## src/rtl/mem_arbiter.sv

```systemverilog
// -----------------------------------------------------------------------------
// mem_arbiter
//
// Arbitrates a read-only instruction port (I) and a read/write data port (D)
// onto a single main-memory command interface. Each access walks through
// IDLE -> ISSUE -> WAIT -> DONE, so one access completes every four cycles
// when memory answers on the first WAIT cycle. If memory never answers, the
// access is aborted after TIMEOUT WAIT cycles and completes with an error flag.
//
// Ports
//   clk, reset          clock, asynchronous active-low reset
//   i_req, i_addr       instruction read request (held until i_ack)
//   i_rdata, i_ack,     instruction read data, one-cycle completion pulse,
//   i_err               timeout flag (valid with i_ack)
//   d_req, d_we,        data request (held until d_ack), write enable,
//   d_addr, d_wdata     word address, write data
//   d_rdata, d_ack,     data read data, one-cycle completion pulse,
//   d_err               timeout flag (valid with d_ack)
//   mem_add,            memory address and write data
//   mem_write_data
//   mem_read, mem_write one-cycle memory commands (never both high)
//   mem_read_data,      memory read data and completion, registered in the
//   mem_ready           memory one cycle after a command
//   busy                high whenever the arbiter is not idle
// -----------------------------------------------------------------------------
module mem_arbiter #(
    parameter int unsigned ADD_WIDTH  = 10,
    parameter int unsigned DATA_WIDTH = 32,
    parameter int unsigned TIMEOUT    = 15
) (
    input  logic                  clk,
    input  logic                  reset,

    input  logic                  i_req,
    input  logic [ADD_WIDTH-1:0]  i_addr,
    output logic [DATA_WIDTH-1:0] i_rdata,
    output logic                  i_ack,
    output logic                  i_err,

    input  logic                  d_req,
    input  logic                  d_we,
    input  logic [ADD_WIDTH-1:0]  d_addr,
    input  logic [DATA_WIDTH-1:0] d_wdata,
    output logic [DATA_WIDTH-1:0] d_rdata,
    output logic                  d_ack,
    output logic                  d_err,

    output logic [ADD_WIDTH-1:0]  mem_add,
    output logic [DATA_WIDTH-1:0] mem_write_data,
    output logic                  mem_read,
    output logic                  mem_write,
    input  logic [DATA_WIDTH-1:0] mem_read_data,
    input  logic                  mem_ready,

    output logic                  busy
);

    localparam logic [1:0] StIdle  = 2'd0;
    localparam logic [1:0] StIssue = 2'd1;
    localparam logic [1:0] StWait  = 2'd2;
    localparam logic [1:0] StDone  = 2'd3;

    // Counter value on the last WAIT cycle allowed before aborting.
    localparam logic [7:0] TimeoutLast = 8'(TIMEOUT - 1);

    logic [1:0]            r_state;
    logic [1:0]            w_state_next;

    logic                  r_gnt_d;   // 1: the access in flight belongs to D
    logic                  r_last_d;  // port served most recently, 1: D
    logic                  r_we;
    logic [ADD_WIDTH-1:0]  r_addr;
    logic [DATA_WIDTH-1:0] r_wdata;
    logic [7:0]            r_cnt;
    logic                  r_err;
    logic [DATA_WIDTH-1:0] r_i_rdata;
    logic [DATA_WIDTH-1:0] r_d_rdata;

    logic                  w_any_req;
    logic                  w_pick_d;
    logic                  w_timeout;

    // -------------------------------------------------------------------------
    // Arbitration and next-state decode
    // -------------------------------------------------------------------------
    always_comb begin
        w_any_req = i_req | d_req;
        // D wins when I is not asking, or when I was served last; this gives
        // strict alternation under sustained contention.
        w_pick_d  = d_req & (~i_req | ~r_last_d);
        // Readiness on the final allowed cycle still counts as success.
        w_timeout = (r_cnt == TimeoutLast) & ~mem_ready;

        w_state_next = r_state;
        unique case (r_state)
            StIdle:  if (w_any_req) w_state_next = StIssue;
            StIssue: w_state_next = StWait;
            StWait:  if (mem_ready || w_timeout) w_state_next = StDone;
            StDone:  w_state_next = StIdle;
            default: w_state_next = StIdle;
        endcase
    end

    always_ff @(posedge clk or negedge reset) begin
        if (!reset) begin
            r_state <= StIdle;
        end else begin
            r_state <= w_state_next;
        end
    end

    // -------------------------------------------------------------------------
    // Request latch: captured once in IDLE and held for the whole access, so
    // later port activity (including an early req drop) cannot disturb it.
    // -------------------------------------------------------------------------
    always_ff @(posedge clk or negedge reset) begin
        if (!reset) begin
            r_gnt_d <= 1'b0;
            r_we    <= 1'b0;
            r_addr  <= '0;
            r_wdata <= '0;
        end else if (r_state == StIdle && w_any_req) begin
            r_gnt_d <= w_pick_d;
            // The instruction port can only read.
            r_we    <= w_pick_d & d_we;
            r_addr  <= w_pick_d ? d_addr : i_addr;
            r_wdata <= w_pick_d ? d_wdata : '0;
        end
    end

    // -------------------------------------------------------------------------
    // Timeout counter and error flag
    // -------------------------------------------------------------------------
    always_ff @(posedge clk or negedge reset) begin
        if (!reset) begin
            r_cnt <= 8'd0;
            r_err <= 1'b0;
        end else begin
            unique case (r_state)
                StIssue: begin
                    r_cnt <= 8'd0;
                    r_err <= 1'b0;
                end
                StWait: begin
                    if (mem_ready) begin
                        r_err <= 1'b0;
                    end else if (w_timeout) begin
                        r_err <= 1'b1;
                    end else begin
                        r_cnt <= r_cnt + 8'd1;
                    end
                end
                default: begin
                    r_cnt <= r_cnt;
                    r_err <= r_err;
                end
            endcase
        end
    end

    // -------------------------------------------------------------------------
    // Read data capture: only a successful read updates the owning port's
    // register; writes and timeouts leave both untouched.
    // -------------------------------------------------------------------------
    always_ff @(posedge clk or negedge reset) begin
        if (!reset) begin
            r_i_rdata <= '0;
            r_d_rdata <= '0;
        end else if (r_state == StWait && mem_ready && !r_we) begin
            if (r_gnt_d) begin
                r_d_rdata <= mem_read_data;
            end else begin
                r_i_rdata <= mem_read_data;
            end
        end
    end

    // -------------------------------------------------------------------------
    // Fairness memory: reset value I means the first contended grant goes to D.
    // -------------------------------------------------------------------------
    always_ff @(posedge clk or negedge reset) begin
        if (!reset) begin
            r_last_d <= 1'b0;
        end else if (r_state == StDone) begin
            r_last_d <= r_gnt_d;
        end
    end

    // -------------------------------------------------------------------------
    // Outputs: registers or decodes of registered state only
    // -------------------------------------------------------------------------
    always_comb begin
        busy           = (r_state != StIdle);
        mem_add        = r_addr;
        mem_write_data = r_wdata;
        mem_read       = (r_state == StIssue) & ~r_we;
        mem_write      = (r_state == StIssue) &  r_we;
        i_ack          = (r_state == StDone) & ~r_gnt_d;
        d_ack          = (r_state == StDone) &  r_gnt_d;
        i_err          = i_ack & r_err;
        d_err          = d_ack & r_err;
        i_rdata        = r_i_rdata;
        d_rdata        = r_d_rdata;
    end

endmodule

```

## config.mk

```make
export PLATFORM = sky130hd
export DESIGN_NAME = mem_arbiter
export DESIGN_NICKNAME = d
export VERILOG_FILES = /design/src/rtl/mem_arbiter.sv
export SDC_FILE = /design/constraint.sdc
export NUM_CORES = 1
export LEC_CHECK = 0
export ABC_AREA = 1
export CAP_MARGIN = 20
export CORE_AREA = 2 2 107 109
export CTS_CLUSTER_DIAMETER = 200
export CTS_CLUSTER_SIZE = 20
export DETAILED_ROUTE_END_ITERATION = 8
export DIE_AREA = 0 0 109 111
export PLACE_DENSITY = 0.93
export SYNTH_ARGS = -nofsm -noshare
export SYNTH_HDL_FRONTEND = slang
export SYNTH_SLANG_ARGS = --single-unit
```

## constraint.sdc

```tcl
create_clock -name clk -period 4.3 [get_ports clk]
set_input_delay 0.86 -clock clk [delete_from_list [all_inputs] [get_ports clk]]
set_output_delay 0.86 -clock clk [all_outputs]
set_load 0.01 [all_outputs]
```

After elaboration in Yosys (flattened, before gate mapping)
Cells that the tools add are included.
- add/subtract/negate cells: 1
- eq/ne operators: 9
- muxes and demuxes: 11
- bitwise gates (word level): 16
- reductions and logical operators: 13
- operators by type and width (kind ; count):
    32-bit 2-to-1 mux ; 1
    8-bit 2-to-1 mux ; 2
    8-bit case mux with 2 select lines ; 1
    10-bit 2-to-1 mux ; 1
    1-bit bitwise AND ; 9
    8-bit by 1-bit adder with 8-bit output, second input constant ; 1
    8-bit by 4-bit equality test with 1-bit output, second input constant ; 1
    2-bit != test, second input constant ; 4
    2-bit case mux with 4 select lines ; 1
    2-bit AND reduction ; 4
    1-bit NOT ; 5
    2-bit equality test, second input constant ; 2
    2-bit 2-to-1 mux ; 2
    2-bit nonzero test ; 2
    1-bit logical AND ; 3
    3-bit != test, second input constant ; 1
    3-bit AND reduction ; 1
    2-bit by 1-bit equality test with 1-bit output, second input constant ; 1
    2-bit logical NOT ; 1
    1-bit 2-to-1 mux ; 2
    1-bit bitwise OR ; 2
    1-bit case mux with 2 select lines ; 1
    1-bit logical NOT ; 1
    1-bit logical OR ; 1
- flip-flop bits (word level): 120
- bits of input ports: 90
- output and inout bits: 113
- logic and storage cells: 60

Logic depth before layout (Yosys ltp)
- depth in word-level cells: 5
- depth in mapped cells: 9
- depth with buffers taken out: 9

Worst setup path after synthesis
No wires, ideal clock.
- kind: flip-flop to output port
- start: register r_state[0]
- end: output port i_err
- arrival: 0.882 ns
- required time: 3.440 ns
- path slack: 2.558 ns
- stages on the path, launching flop included: 4
- path buffers: 0
- cell sequence: dfrtp_1 -> ha_1 -> inv_1 -> nor3_1
- word-level cells in the longest chain between the ends: 3
- ends and longest elaborated chain (item ; RTL line ; source):
    start: declaration ; 66 ; logic [1:0] r_state;
    start signal: assignment ; 106 ; r_state <= StIdle;
    start signal: assignment ; 108 ; r_state <= w_state_next;
    2-bit equality test ; 198 ; i_ack = (r_state == StDone) & ~r_gnt_d;
    1-bit bitwise AND ; 198 ;
    1-bit bitwise AND ; 200 ; i_err = i_ack & r_err;
    end: declaration ; 38 ; output logic i_err,
No other way between the ends.

Worst setup path in the final report
- start: register r_state[0]
- end: output port busy
- word-level cells in the longest chain between the ends: 1
- ends and longest elaborated chain (item ; RTL line ; source):
    2-bit nonzero test ; 193 ; busy = (r_state != StIdle);
    end: declaration ; 55 ; output logic busy
No other way between the ends.

==> flow_summary.json <==
{
  "crit_fanout": 36,
  "antenna_cells": 0,
  "layout.cells.most_common": "clkdlybuf4s50_1",
  "rsz0062_at_grt": "false",
  "htree_levels": 4,
  "finalSetupViolCount": 0,
  "synth_ff_type": "dfrtp_1",
  "fin_nets": 859,
  "cp.arrival_ps": 2060,
  "antenna_found_initial": 0,
  "fp.dieArea_um2": 12100,
  "io_pins": 203,
  "grt_pass1_vias": 4494,
  "cts-root-buf": "clkbuf_16",
  "yosys-top-cells-area": "dfrtp_1 (60%), o21ai_0 (9.8%), nand2_1 (9.4%)",
  "setup_ws_ps": 1380,
  "dr.first_iter.drc_count": 242,
  "num_rows": 39,
  "total_power_mw": 5.51,
  "required_ps": 3440,
  "seqCellArea_um2": 3000,
  "synth_edf_count": 0,
  "fill_cells": 759,
  "ys_seq_area_share_pct": 59.8,
  "endpoint_kind": "primary output",
  "grt_use_met1_pct": 28.1,
  "cts_buffer_depth": 2,
  "skew_ps": 9.70,
  "leakagePower_nw": 3.61,
  "irDropWorstVdd_v": 0.000428,
  "switching_share_pct": 32.7,
  "synthXorXnorAreaFrac_pct": 0,
  "intPower_mw": 3.71,
  "overflow": 0,
  "io_buffer_count": 202,
  "multiInputGateArea_um2": 1570,
  "place_congestion": 0.827,
  "vias": 4489,
  "cts_tree": "yes",
  "finalMaxSlewViolations": 0,
  "met3_usage_pct": 6.64,
  "ctsResizeCount": 0,
  "power_frac_clock_pct": 27.0,
  "path_cells": "inv_1 > ha_1 > buf_4 > inv_2 > clkdlybuf4s50_1",
  "wl_per_cell_um": 15.0,
  "layout_common_cells": "clkdlybuf4s50_1 (201), nand2_1 (126), dfrtp_1 (120), o21ai_0 (98), inv_1 (81)",
  "cp.buffers_inverters": 4,
  "final_antenna_net_count": 0,
  "grt_pass1_wl_mm": 22.2,
  "cts_hold_buf": 0,
  "p_sw_mw": 1.80,
  "power_frac_comb_pct": 38.9,
  "clock_sinks": 120,
  "status": "finished clean",
  "final_hold_viol_count": 0,
  "synth.mux.area_fraction_pct": 0,
  "initial_core_util_pct": 45.4,
  "syn_area_um2": 5020,
  "hold_class": "in2async",
  "area_growth_pct": 55.1,
  "die_y_um": 111,
  "synth_top_family_by_area": "simple AND/OR/NAND/NOR gates",
  "startpoint_type": "flip-flop",
  "cts_buffers": 17,
  "async_flop_share_pct": 100,
  "insertion_delay_ps": 410,
  "synthCells": 562,
  "crit_slowest_cell": "clkdlybuf4s50_1",
  "grtUsageTotal_pct": 24.1,
  "power.density_nw_per_um2": 707,
  "max_freq_mhz": 342,
  "maxSlewHeadroom_pct": 37.9,
  "place_ws_ps": 1510,
  "post_synth_and_or_nand_nor_area_fraction_pct": 17.2,
  "grt_max_degree": 65,
  "drc": 0,
  "routed_wl_mm": 13.8,
  "path_clk_slew_ps": 50,
  "drive_gt1_share_pct": 6.31,
  "path_class": "reg2out",
  "synth-seq-cells": 120,
  "met2_usage_pct": 41.1,
  "synth.top_cell.area_share_pct": 59.8,
  "fin_crit_sh_pct": 68.0,
  "period_needed_ps": 2920,
  "hold_ws_ps": 422,
  "synth_adder_area_share_pct": 1.49,
  "dp_hpwl_mm": 9.49,
  "drv_cap": 0,
  "synth_compound_area_share_pct": 12.5,
  "fp.coreArea_um2": 11100,
  "yosys.area.top_type": "dfrtp_1",
  "max_stage_delay_ps": 500,
  "die_x_um": 109,
  "busiest_layer": "met2",
  "ys_warn_count": 0,
  "tightest_slew_ps": 930,
  "seqPwrFrac_pct": 34.1,
  "cts_setup_buffers": 0,
  "vias_per_cell": 4.88,
  "avgSynthCellArea_um2": 8.94,
  "synth_cell_types": 23,
  "syn-num-nets": 658,
  "first_pass_iters": 6,
  "crit_family": "buffers and inverters",
  "setup_tns_ps": 0
}
-- sequential cells by signal, summed over array words and instances, names as in the netlist --
signal          cells
i_rdata            32
r_we                1
r_err               1
r_state             2
d_rdata            32
r_cnt               8
r_last_d            1
mem_add            10
r_gnt_d             1
mem_write_data     32
-- worst reg2reg max path, stage by stage (launching register included) --
cell	delay, ps
dfrtp_1	420
inv_1	100
ha_1	140
buf_4	360
inv_2	140
a21oi_4	680
buf_4	340
o21ai_0	120
-- power groups by stage --
stage / Clock [mW] / Combinational [mW] / Sequential (mW)
5_1_grt: 1.56 / 2.34 / 1.94
6_report: 1.49 / 2.14 / 1.88
4_1_cts: 1.51 / 2.15 / 1.88
3_5_place_dp: 0 / 2.13 / 1.88
2_1_floorplan: 0 / 0.725 / 2.06
3_3_place_gp: 0 / 2.06 / 1.87
-- cell families after synthesis --
logic type,Yosys count
compound gates,116
buf+inv,112
flops,120
simple gates,208
fa+ha+maj,6
-- path summary, 6_finish.rpt --
| kind | start | end | slack, ps | depth (start not counted) |
|---|---|---|---|---|
| setup / recovery | r_state[0] | busy | 1380 | 5 |
| hold / removal | reset | mem_write_data[7] | 420 | 1 |
| setup reg to reg | r_state[0] | r_gnt_d | 1880 | 7 |
| hold reg to reg | d_rdata[5] | d_rdata[5] | 480 | 2 |
| max in group asynchronous | reset | mem_write_data[24] | 2920 | 2 |
| min in group clk | d_rdata[5] | d_rdata[5] | 480 | 2 |
-- Yosys cell counts (3+ instances only) --
cell      count
a31oi_1      10
buf_2        10
clkbuf_1     14
dfrtp_1     120
ha_1          6
inv_1        81
inv_2         3
nand2_1     126
nand2_2       5
nand3_1      48
nor2_1       24
o21ai_0      98
o21ai_1       3
-- layout make-up --
| cell class | count | area share [%] |
|---|---|---|
| Clock inverter | 9 | 1.86 |
| Clock buffer | 23 | 6.13 |
| Inverter | 85 | 4.10 |
| Sequential cell | 120 | 38.5 |
| Tap cell | 143 | 2.30 |
| Multi-Input combinational cell | 330 | 20.2 |
| Timing Repair Buffer | 209 | 26.9 |
-- metrics by stage --
step,area (µm²),instances,utilization (%)
after floorplan,5020,562,-
after global routing,7790,919,70.3
after CTS,7750,917,70.0
after global placement,7130,885,64.4
final,7790,919,70.3
after detailed placement,7130,885,64.4
-- metal layers --
metal  vias to the layer above  wire length [µm]  share of wire, %
met2                       161              7080                51
li1                       2183                 -                 -
met3                        36               811               5.9
met1                      2109              5470                40
met4                         0               395               2.9
met5                         -                 0                 0
(Power assumes the default switching activity.)
